<file path="src/rtl/telemetry_rx_pkg.sv">
// -----------------------------------------------------------------------------
// telemetry_rx_pkg
// Shared definitions for the telemetry link. Both the receiver and the
// telemetry transmitter import this package, so the two ends agree on the
// framing.
//   pktState_e  : packet parser states (HDR1, HDR2, PAYLOAD)
//   HDR_BYTE1/2 : sync header bytes 0xAA, 0x55
//   PKT_LEN     : total packet length in bytes, header included
//   PAYLOAD_LEN : payload bytes that follow the header
//   hiByteOk()  : true when a field's hi byte carries only 4 significant bits
// -----------------------------------------------------------------------------
package telemetry_rx_pkg;

  typedef enum logic [1:0] {
    HDR1    = 2'd0,
    HDR2    = 2'd1,
    PAYLOAD = 2'd2
  } pktState_e;

  localparam logic [7:0] HDR_BYTE1   = 8'hAA;
  localparam logic [7:0] HDR_BYTE2   = 8'h55;
  localparam int         PKT_LEN     = 8;
  localparam int         PAYLOAD_LEN = PKT_LEN - 2;

  // Every 12-bit field is sent as {4'h0, field[11:8]} then field[7:0], so a
  // hi byte with anything in its upper nibble means the packet is corrupt.
  function automatic logic hiByteOk(input logic [7:0] b);
    return (b[7:4] == 4'h0);
  endfunction

endpackage

</file>
<file path="src/rtl/uart_rx.sv">
// -----------------------------------------------------------------------------
// uart_rx
// 8N1 UART byte receiver with a two-flop input synchronizer.
//   clk      : system clock, rising edge
//   rst_n    : asynchronous active-low reset
//   RX       : asynchronous serial input, idles high
//   rx_data  : last received byte, valid while rdy is high
//   rdy      : one-cycle strobe, one clock after a good stop-bit sample
//   frm_err  : one-cycle strobe when the stop bit is sampled low
// Parameter BAUD_DIV is the number of clk cycles per bit.
// -----------------------------------------------------------------------------
module uart_rx #(
  parameter int BAUD_DIV = 2604
) (
  input  logic       clk,
  input  logic       rst_n,
  input  logic       RX,
  output logic [7:0] rx_data,
  output logic       rdy,
  output logic       frm_err
);

  localparam int CNT_W = $clog2(BAUD_DIV) + 1;
  localparam logic [CNT_W-1:0] HALF_BIT = CNT_W'(BAUD_DIV / 2);
  localparam logic [CNT_W-1:0] FULL_BIT = CNT_W'(BAUD_DIV);

  typedef enum logic [2:0] {
    RX_IDLE      = 3'd0,
    RX_START     = 3'd1,
    RX_DATA      = 3'd2,
    RX_STOP      = 3'd3,
    RX_WAIT_HIGH = 3'd4
  } rxState_e;

  rxState_e         state_q;
  logic [CNT_W-1:0] baudCnt_q;
  logic [2:0]       bitCnt_q;
  logic [7:0]       shift_q;
  logic [7:0]       data_q;
  logic             rdy_q;
  logic             frmErr_q;

  logic rxMeta_q;
  logic rxSync_q;
  logic rxPrev_q;
  logic fallEdge;

  // Synchronizer flops reset to the idle level so that releasing reset can
  // never look like a start edge. rxPrev_q keeps one more sample so a falling
  // edge is seen only on the synchronized copy.
  always_ff @(posedge clk or negedge rst_n) begin
    if (!rst_n) begin
      rxMeta_q <= 1'b1;
      rxSync_q <= 1'b1;
      rxPrev_q <= 1'b1;
    end else begin
      rxMeta_q <= RX;
      rxSync_q <= rxMeta_q;
      rxPrev_q <= rxSync_q;
    end
  end

  assign fallEdge = rxPrev_q & ~rxSync_q;

  // Bit-timing state machine. The counter runs from 1 so that the start bit
  // is sampled when it reaches BAUD_DIV/2 and every later bit a full
  // BAUD_DIV after the previous sample. After a good stop bit we go straight
  // back to idle, so a start edge right behind it is caught. After a bad stop
  // bit the line must be seen high again before we re-arm; otherwise a line
  // held low would restart framing on garbage.
  always_ff @(posedge clk or negedge rst_n) begin
    if (!rst_n) begin
      state_q   <= RX_IDLE;
      baudCnt_q <= '0;
      bitCnt_q  <= '0;
      shift_q   <= '0;
      data_q    <= '0;
      rdy_q     <= 1'b0;
      frmErr_q  <= 1'b0;
    end else begin
      rdy_q    <= 1'b0;
      frmErr_q <= 1'b0;
      case (state_q)
        RX_IDLE: begin
          if (fallEdge) begin
            state_q   <= RX_START;
            baudCnt_q <= CNT_W'(1);
          end
        end
        RX_START: begin
          if (baudCnt_q == HALF_BIT) begin
            baudCnt_q <= CNT_W'(1);
            bitCnt_q  <= '0;
            // A start bit that has already gone high was only a glitch.
            state_q   <= rxSync_q ? RX_IDLE : RX_DATA;
          end else begin
            baudCnt_q <= baudCnt_q + CNT_W'(1);
          end
        end
        RX_DATA: begin
          if (baudCnt_q == FULL_BIT) begin
            baudCnt_q <= CNT_W'(1);
            shift_q   <= {rxSync_q, shift_q[7:1]};
            bitCnt_q  <= bitCnt_q + 3'd1;
            if (bitCnt_q == 3'd7) begin
              state_q <= RX_STOP;
            end
          end else begin
            baudCnt_q <= baudCnt_q + CNT_W'(1);
          end
        end
        RX_STOP: begin
          if (baudCnt_q == FULL_BIT) begin
            baudCnt_q <= '0;
            if (rxSync_q) begin
              data_q  <= shift_q;
              rdy_q   <= 1'b1;
              state_q <= RX_IDLE;
            end else begin
              frmErr_q <= 1'b1;
              state_q  <= RX_WAIT_HIGH;
            end
          end else begin
            baudCnt_q <= baudCnt_q + CNT_W'(1);
          end
        end
        RX_WAIT_HIGH: begin
          if (rxSync_q) begin
            state_q <= RX_IDLE;
          end
        end
        default: begin
          state_q <= RX_IDLE;
        end
      endcase
    end
  end

  assign rx_data = data_q;
  assign rdy     = rdy_q;
  assign frm_err = frmErr_q;

endmodule

</file>
<file path="src/rtl/telemetry_rx.sv">
// -----------------------------------------------------------------------------
// telemetry_rx
// Receives 8-byte telemetry packets (AA 55 battHi battLo currHi currLo
// torqHi torqLo) over a UART and publishes the three 12-bit fields from the
// most recent good packet.
//   clk        : system clock, rising edge
//   rst_n      : asynchronous active-low reset
//   RX         : asynchronous UART input, idles high
//   batt_v     : battery voltage from the last good packet
//   avg_curr   : average current from the last good packet
//   avg_torque : average torque from the last good packet
//   pkt_vld    : one-cycle pulse when a good packet completes
//   pkt_err    : one-cycle pulse when a packet in progress is dropped
// BAUD_DIV is clk cycles per bit. TIMEOUT_BITS is the longest allowed gap,
// in bit times, between byte-ready strobes once a header has started.
// -----------------------------------------------------------------------------
module telemetry_rx
  import telemetry_rx_pkg::*;
#(
  parameter int BAUD_DIV     = 2604,
  parameter int TIMEOUT_BITS = 16
) (
  input  logic        clk,
  input  logic        rst_n,
  input  logic        RX,
  output logic [11:0] batt_v,
  output logic [11:0] avg_curr,
  output logic [11:0] avg_torque,
  output logic        pkt_vld,
  output logic        pkt_err
);

  localparam int TIMEOUT_LIMIT = TIMEOUT_BITS * BAUD_DIV;
  localparam int TMR_W         = $clog2(TIMEOUT_LIMIT + 1);
  localparam logic [TMR_W-1:0] TMR_LIMIT = TMR_W'(TIMEOUT_LIMIT);
  localparam logic [2:0]       LAST_IDX  = 3'(PAYLOAD_LEN - 1);

  logic [7:0] rxData;
  logic       rxRdy;
  logic       rxFrmErr;

  uart_rx #(
    .BAUD_DIV(BAUD_DIV)
  ) u_uart_rx (
    .clk    (clk),
    .rst_n  (rst_n),
    .RX     (RX),
    .rx_data(rxData),
    .rdy    (rxRdy),
    .frm_err(rxFrmErr)
  );

  pktState_e        state_q;
  logic [2:0]       idx_q;
  logic [TMR_W-1:0] timer_q;

  // Shadow copies of the payload so far. Only the low nibble of each hi byte
  // is kept because the upper nibble has already been checked to be zero.
  logic [3:0]  battHi_q;
  logic [7:0]  battLo_q;
  logic [3:0]  currHi_q;
  logic [7:0]  currLo_q;
  logic [3:0]  torqHi_q;

  logic [11:0] battV_q;
  logic [11:0] avgCurr_q;
  logic [11:0] avgTorque_q;
  logic        pktVld_q;
  logic        pktErr_q;

  // Packet parser. A framing error outranks a byte strobe (the receiver
  // never raises both). The inter-byte timer runs only once a header byte
  // has been accepted and restarts on every received byte; hunting for a
  // header is never an error. The published fields change only on the
  // cycle pkt_vld is raised, so a dropped packet leaves them untouched.
  always_ff @(posedge clk or negedge rst_n) begin
    if (!rst_n) begin
      state_q     <= HDR1;
      idx_q       <= '0;
      timer_q     <= '0;
      battHi_q    <= '0;
      battLo_q    <= '0;
      currHi_q    <= '0;
      currLo_q    <= '0;
      torqHi_q    <= '0;
      battV_q     <= '0;
      avgCurr_q   <= '0;
      avgTorque_q <= '0;
      pktVld_q    <= 1'b0;
      pktErr_q    <= 1'b0;
    end else begin
      pktVld_q <= 1'b0;
      pktErr_q <= 1'b0;
      if (rxFrmErr) begin
        if (state_q != HDR1) begin
          pktErr_q <= 1'b1;
        end
        state_q <= HDR1;
        timer_q <= '0;
      end else if (rxRdy) begin
        timer_q <= '0;
        case (state_q)
          HDR1: begin
            if (rxData == HDR_BYTE1) begin
              state_q <= HDR2;
            end
          end
          HDR2: begin
            // A repeated 0xAA may be the real start of the header.
            if (rxData == HDR_BYTE2) begin
              state_q <= PAYLOAD;
              idx_q   <= '0;
            end else if (rxData != HDR_BYTE1) begin
              state_q <= HDR1;
            end
          end
          PAYLOAD: begin
            if (!idx_q[0] && !hiByteOk(rxData)) begin
              pktErr_q <= 1'b1;
              state_q  <= HDR1;
            end else begin
              idx_q <= idx_q + 3'd1;
              case (idx_q)
                3'd0:    battHi_q <= rxData[3:0];
                3'd1:    battLo_q <= rxData;
                3'd2:    currHi_q <= rxData[3:0];
                3'd3:    currLo_q <= rxData;
                3'd4:    torqHi_q <= rxData[3:0];
                default: ;
              endcase
              if (idx_q == LAST_IDX) begin
                battV_q     <= {battHi_q, battLo_q};
                avgCurr_q   <= {currHi_q, currLo_q};
                avgTorque_q <= {torqHi_q, rxData};
                pktVld_q    <= 1'b1;
                state_q     <= HDR1;
              end
            end
          end
          default: begin
            state_q <= HDR1;
          end
        endcase
      end else if (state_q != HDR1) begin
        if (timer_q == TMR_LIMIT) begin
          pktErr_q <= 1'b1;
          state_q  <= HDR1;
          timer_q  <= '0;
        end else begin
          timer_q <= timer_q + TMR_W'(1);
        end
      end else begin
        timer_q <= '0;
      end
    end
  end

  assign batt_v     = battV_q;
  assign avg_curr   = avgCurr_q;
  assign avg_torque = avgTorque_q;
  assign pkt_vld    = pktVld_q;
  assign pkt_err    = pktErr_q;

endmodule

</file>
<file path="config.mk">
export PLATFORM = sky130hd
export DESIGN_NAME = telemetry_rx
export DESIGN_NICKNAME = d
export VERILOG_FILES = /design/src/rtl/telemetry_rx_pkg.sv /design/src/rtl/uart_rx.sv /design/src/rtl/telemetry_rx.sv
export SDC_FILE = /design/constraint.sdc
export NUM_CORES = 1
export LEC_CHECK = 0
export BUFFER_PORTS_ARGS = -buffer_cell sky130_fd_sc_hd__buf_4
export CAP_MARGIN = 15
export CORE_ASPECT_RATIO = 0.5
export CORE_MARGIN = 8
export CORE_UTILIZATION = 42
export DETAILED_ROUTE_END_ITERATION = 8
export GPL_TIMING_DRIVEN = 0
export PLACE_DENSITY = 0.58
export SLEW_MARGIN = 20
export SYNTH_ARGS = -nofsm -noshare
export SYNTH_HDL_FRONTEND = slang
export SYNTH_SLANG_ARGS = --single-unit
</file>
<file path="constraint.sdc">
create_clock -name clk -period 2.3 [get_ports clk]
set_input_delay 0 -clock clk [delete_from_list [all_inputs] [get_ports clk]]
set_output_delay 0 -clock clk [all_outputs]
set_load 0.05 [all_outputs]
</file>
==> metrics <==
number of I/O pins=a little over 40; Req. time, crit path=2.59 ns; final hold vios=0; Iter 0 DRT Violations=approximately 230; fin nets=between 500 and 600; Pins Over Slew Limit=0; antenna viol nets, final=0; Via Count=between 3000 and 4000; family with the most delay on the worst path=compound AO/OA/AOI/OAI gates; worst hold path class=in2async; vias in the first global route=~3600; type of origin of the critical path=register; mapped cell area=approximately 5700 um^2; Main synth FF type=dfrtp_1; final setup fails=0; max cap viols=0; share of post-route cells with drive strength above 1=33.5%; Period minus WS final=around 2.1 ns; GRT overflow=0; Tcrit/Tclk final=approximately 93%; fraction of registers with async set/reset=100%; CTS Sinks=~130; num rows=30; Max-slew headroom=about 64%; setup TNS=0 ns; RSZ-0062 raised after global routing=false; Clk Latency, worst-skew pair=0.41 ns; syn avg cell area=12.7 um^2; status=finished, final reports clean; full die area=17700 um^2; CTS H-tree depth=4; Final Core Density=51.0%; fmax=roughly 470 MHz; clk_skew=between 0.01 and 0.015 ns; slowest cell on the critical path=dfrtp_1; die width=180 um; initial antenna violation count=0; DP HPWL=7360 um; leakage=~0.0033 uW; Worst VDD drop=321 uV; CORE AREA=~13000 um^2; ANT cells=0; total iterations of the first detailed-routing run=4; initial cell density of the core=approximately 43%; Worst setup EP type=register; DRC viols=0; GRT Overall Usage=about 13%; die height=roughly 98 um; final wirelength=approximately 11000 um; Seq/Total Area, Yosys=around 56%; Max clock buf depth=2; worst path bufs/invs=2; clock root buffer=clkbuf_16; Critical Path Max Stage Delay=roughly 0.4 ns; Least-Margin Pin Slew=0.536 ns; TritonCTS clock tree=done; Cells after Synth=between 400 and 500; Syn Nets=approximately 470; largest net degree at the start of global routing=98; EDFF count, synth=0; IO buf count=40; CP arrival=2.43 ns; Num CTS Buffers=17; vias per inst=around 5.1; first-pass GRT wire length=between 15000 and 20000 um; top cells by area, synth=dfrtp_1, mux2_2, ha_1, nor2_1, nand2_1; post-synth top area cell=dfrtp_1; DR WL/cell=between 15 and 20 um; cts repair resizes=0; Fillers=approximately 1200; crit-path cells=inv_1 > ha_1 > nor4bb_1 > nand3_1 > a31oi_4 > buf_6 > o21ai_0 > a21o_1; Syn-to-layout area delta=20.0%; post-synth top area share=a little over half; Synth cell types=55; Seq cells post-synth=127; crit path kind=reg2reg; Yosys Warn Count=0; PwrDens=between 700 and 800 nW/um^2; Hold WS=between 0.03 and 0.04 ns; critical path peak fanout=10; Worst-path clk slew=roughly 0.060 ns; GPL Wtd Cong=~0.81
-- cells in the mapped netlist, types with 2 or more instances --
cell      instances
or3_1             5
o21ai_0          13
mux2_2           80
nor2b_1           3
dfrtp_1         124
inv_1            17
buf_4             3
a21oi_1          11
or4_1             2
a22o_1            8
dfstp_2           3
nor2_1           30
xor2_1            6
nand2b_1          3
and3_1            4
buf_1             2
xnor2_1           6
o31ai_1           2
nor4b_1           4
nand2_1          24
ha_1             15
buf_6             4
clkbuf_1          3
nand3_1          14
nor4_1            4
nand4_1           4
mux2i_1           5
and2_1            3
nor4bb_1          2
nor4_2            3
mux2_1            3
a21o_1            5
nor3_1           11
-- cells by family (layout without fill, tap and decap cells) --
logic type / after synthesis / count (layout) / synth area share [%]
adder cells (fa/ha/maj): 15 / 15 / 3.30
flip-flops: 127 / 127 / 56.0
XOR/XNOR: 12 / 12 / 1.85
AND/OR/NAND/NOR: 128 / 128 / 13.1
buffers and inverters: 32 / 107 / 2.88
multiplexers: 88 / 88 / 17.3
AO/OA/AOI/OAI: 46 / 46 / 5.57
-- where the power goes --
group / switching, uW / total, uW / internal (uW)
sequential: 16.1 / 2270 / 2250
combinational: 114 / 171 / 56.4
clock: 973 / 2550 / 1580
total: 1100 / 5000 / 3890
-- metal layers --
| layer | global-route usage [%] | vias to the layer above | share of wire (%) |
|---|---|---|---|
| li1 | - | 1728 | - |
| met1 | 17.4 | 1779 | 50 |
| met2 | 19.2 | 62 | 45 |
| met3 | 5.08 | 4 | 4.4 |
| met4 | 3.66 | 0 | 0.48 |
| met5 | 0 | - | 0 |
-- layout make-up --
cell class / count / area (um^2) / area share, %
Sequential cell: 127 / 3180 / 46.7
Timing Repair Buffer: 44 / 363 / 5.32
Buffer: 14 / 96.3 / 1.41
Multi-Input combinational cell: 289 / 2340 / 34.3
Tap cell: 176 / 220 / 3.23
Inverter: 18 / 67.6 / 0.991
Clock buffer: 20 / 437 / 6.40
Clock inverter: 11 / 119 / 1.74
-- through the flow --
step | cell area, um^2 | std cells | total power (uW) | setup WS [ns]
final | 6820 | 699 | 5000 | 0.157
after global routing | 6820 | 699 | 5190 | 0.00302
after CTS | 6810 | 698 | 5060 | 0.142
after detailed placement | 6240 | 665 | 2480 | 0.159
after global placement | 6200 | 664 | 2470 | 0.181
after floorplan | 5680 | 448 | 2390 | 0.410
-- path summary, 6_finish.rpt --
path | from | end | slack (ns) | depth (start not counted)
min reg2reg | u_uart_rx.rxMeta_q | u_uart_rx.rxSync_q | 0.35 | 0
max in group asynchronous | rst_n | timer_q[4] | 1.51 | 3
min | rst_n | u_uart_rx.baudCnt_q[6] | 0.04 | 2
max reg2reg | u_uart_rx.baudCnt_q[0] | u_uart_rx.baudCnt_q[12] | 0.16 | 8
max | u_uart_rx.baudCnt_q[0] | u_uart_rx.baudCnt_q[12] | 0.16 | 8
min in group clk | RX | u_uart_rx.rxMeta_q | 0.24 | 2
-- sequential cells by signal (all words and copies together), names as in the netlist, 3 cells and up --
signal / count
battHi_q: 4
avg_torque: 12
u_uart_rx.state_q: 3
avg_curr: 12
currHi_q: 4
u_uart_rx.shift_q: 8
battLo_q: 8
u_uart_rx.bitCnt_q: 3
timer_q: 16
currLo_q: 8
torqHi_q: 4
idx_q: 3
u_uart_rx.rx_data: 8
u_uart_rx.baudCnt_q: 13
batt_v: 12
-- placed cells by master, fill, tap and decap left out, types with 5 or more instances in the layout --
cell type	instances
a21o_1	5
a21oi_1	11
a22o_1	8
buf_4	43
clkbuf_1	6
clkbuf_16	17
clkinv_2	5
dfrtp_1	124
ha_1	15
inv_1	17
mux2_2	80
mux2i_1	5
nand2_1	24
nand3_1	14
nor2_1	30
nor3_1	11
o21ai_0	13
or3_1	5
xnor2_1	6
xor2_1	6
-- timing repair --
action                                 in CTS  in global routing
hold buffers                                2                  0
endpoints found under the hold margin     128                  0
setup endpoints to repair                   0                  2
setup buffers                               0                  1
No activity file was read; power rests on OpenSTA's default activity.
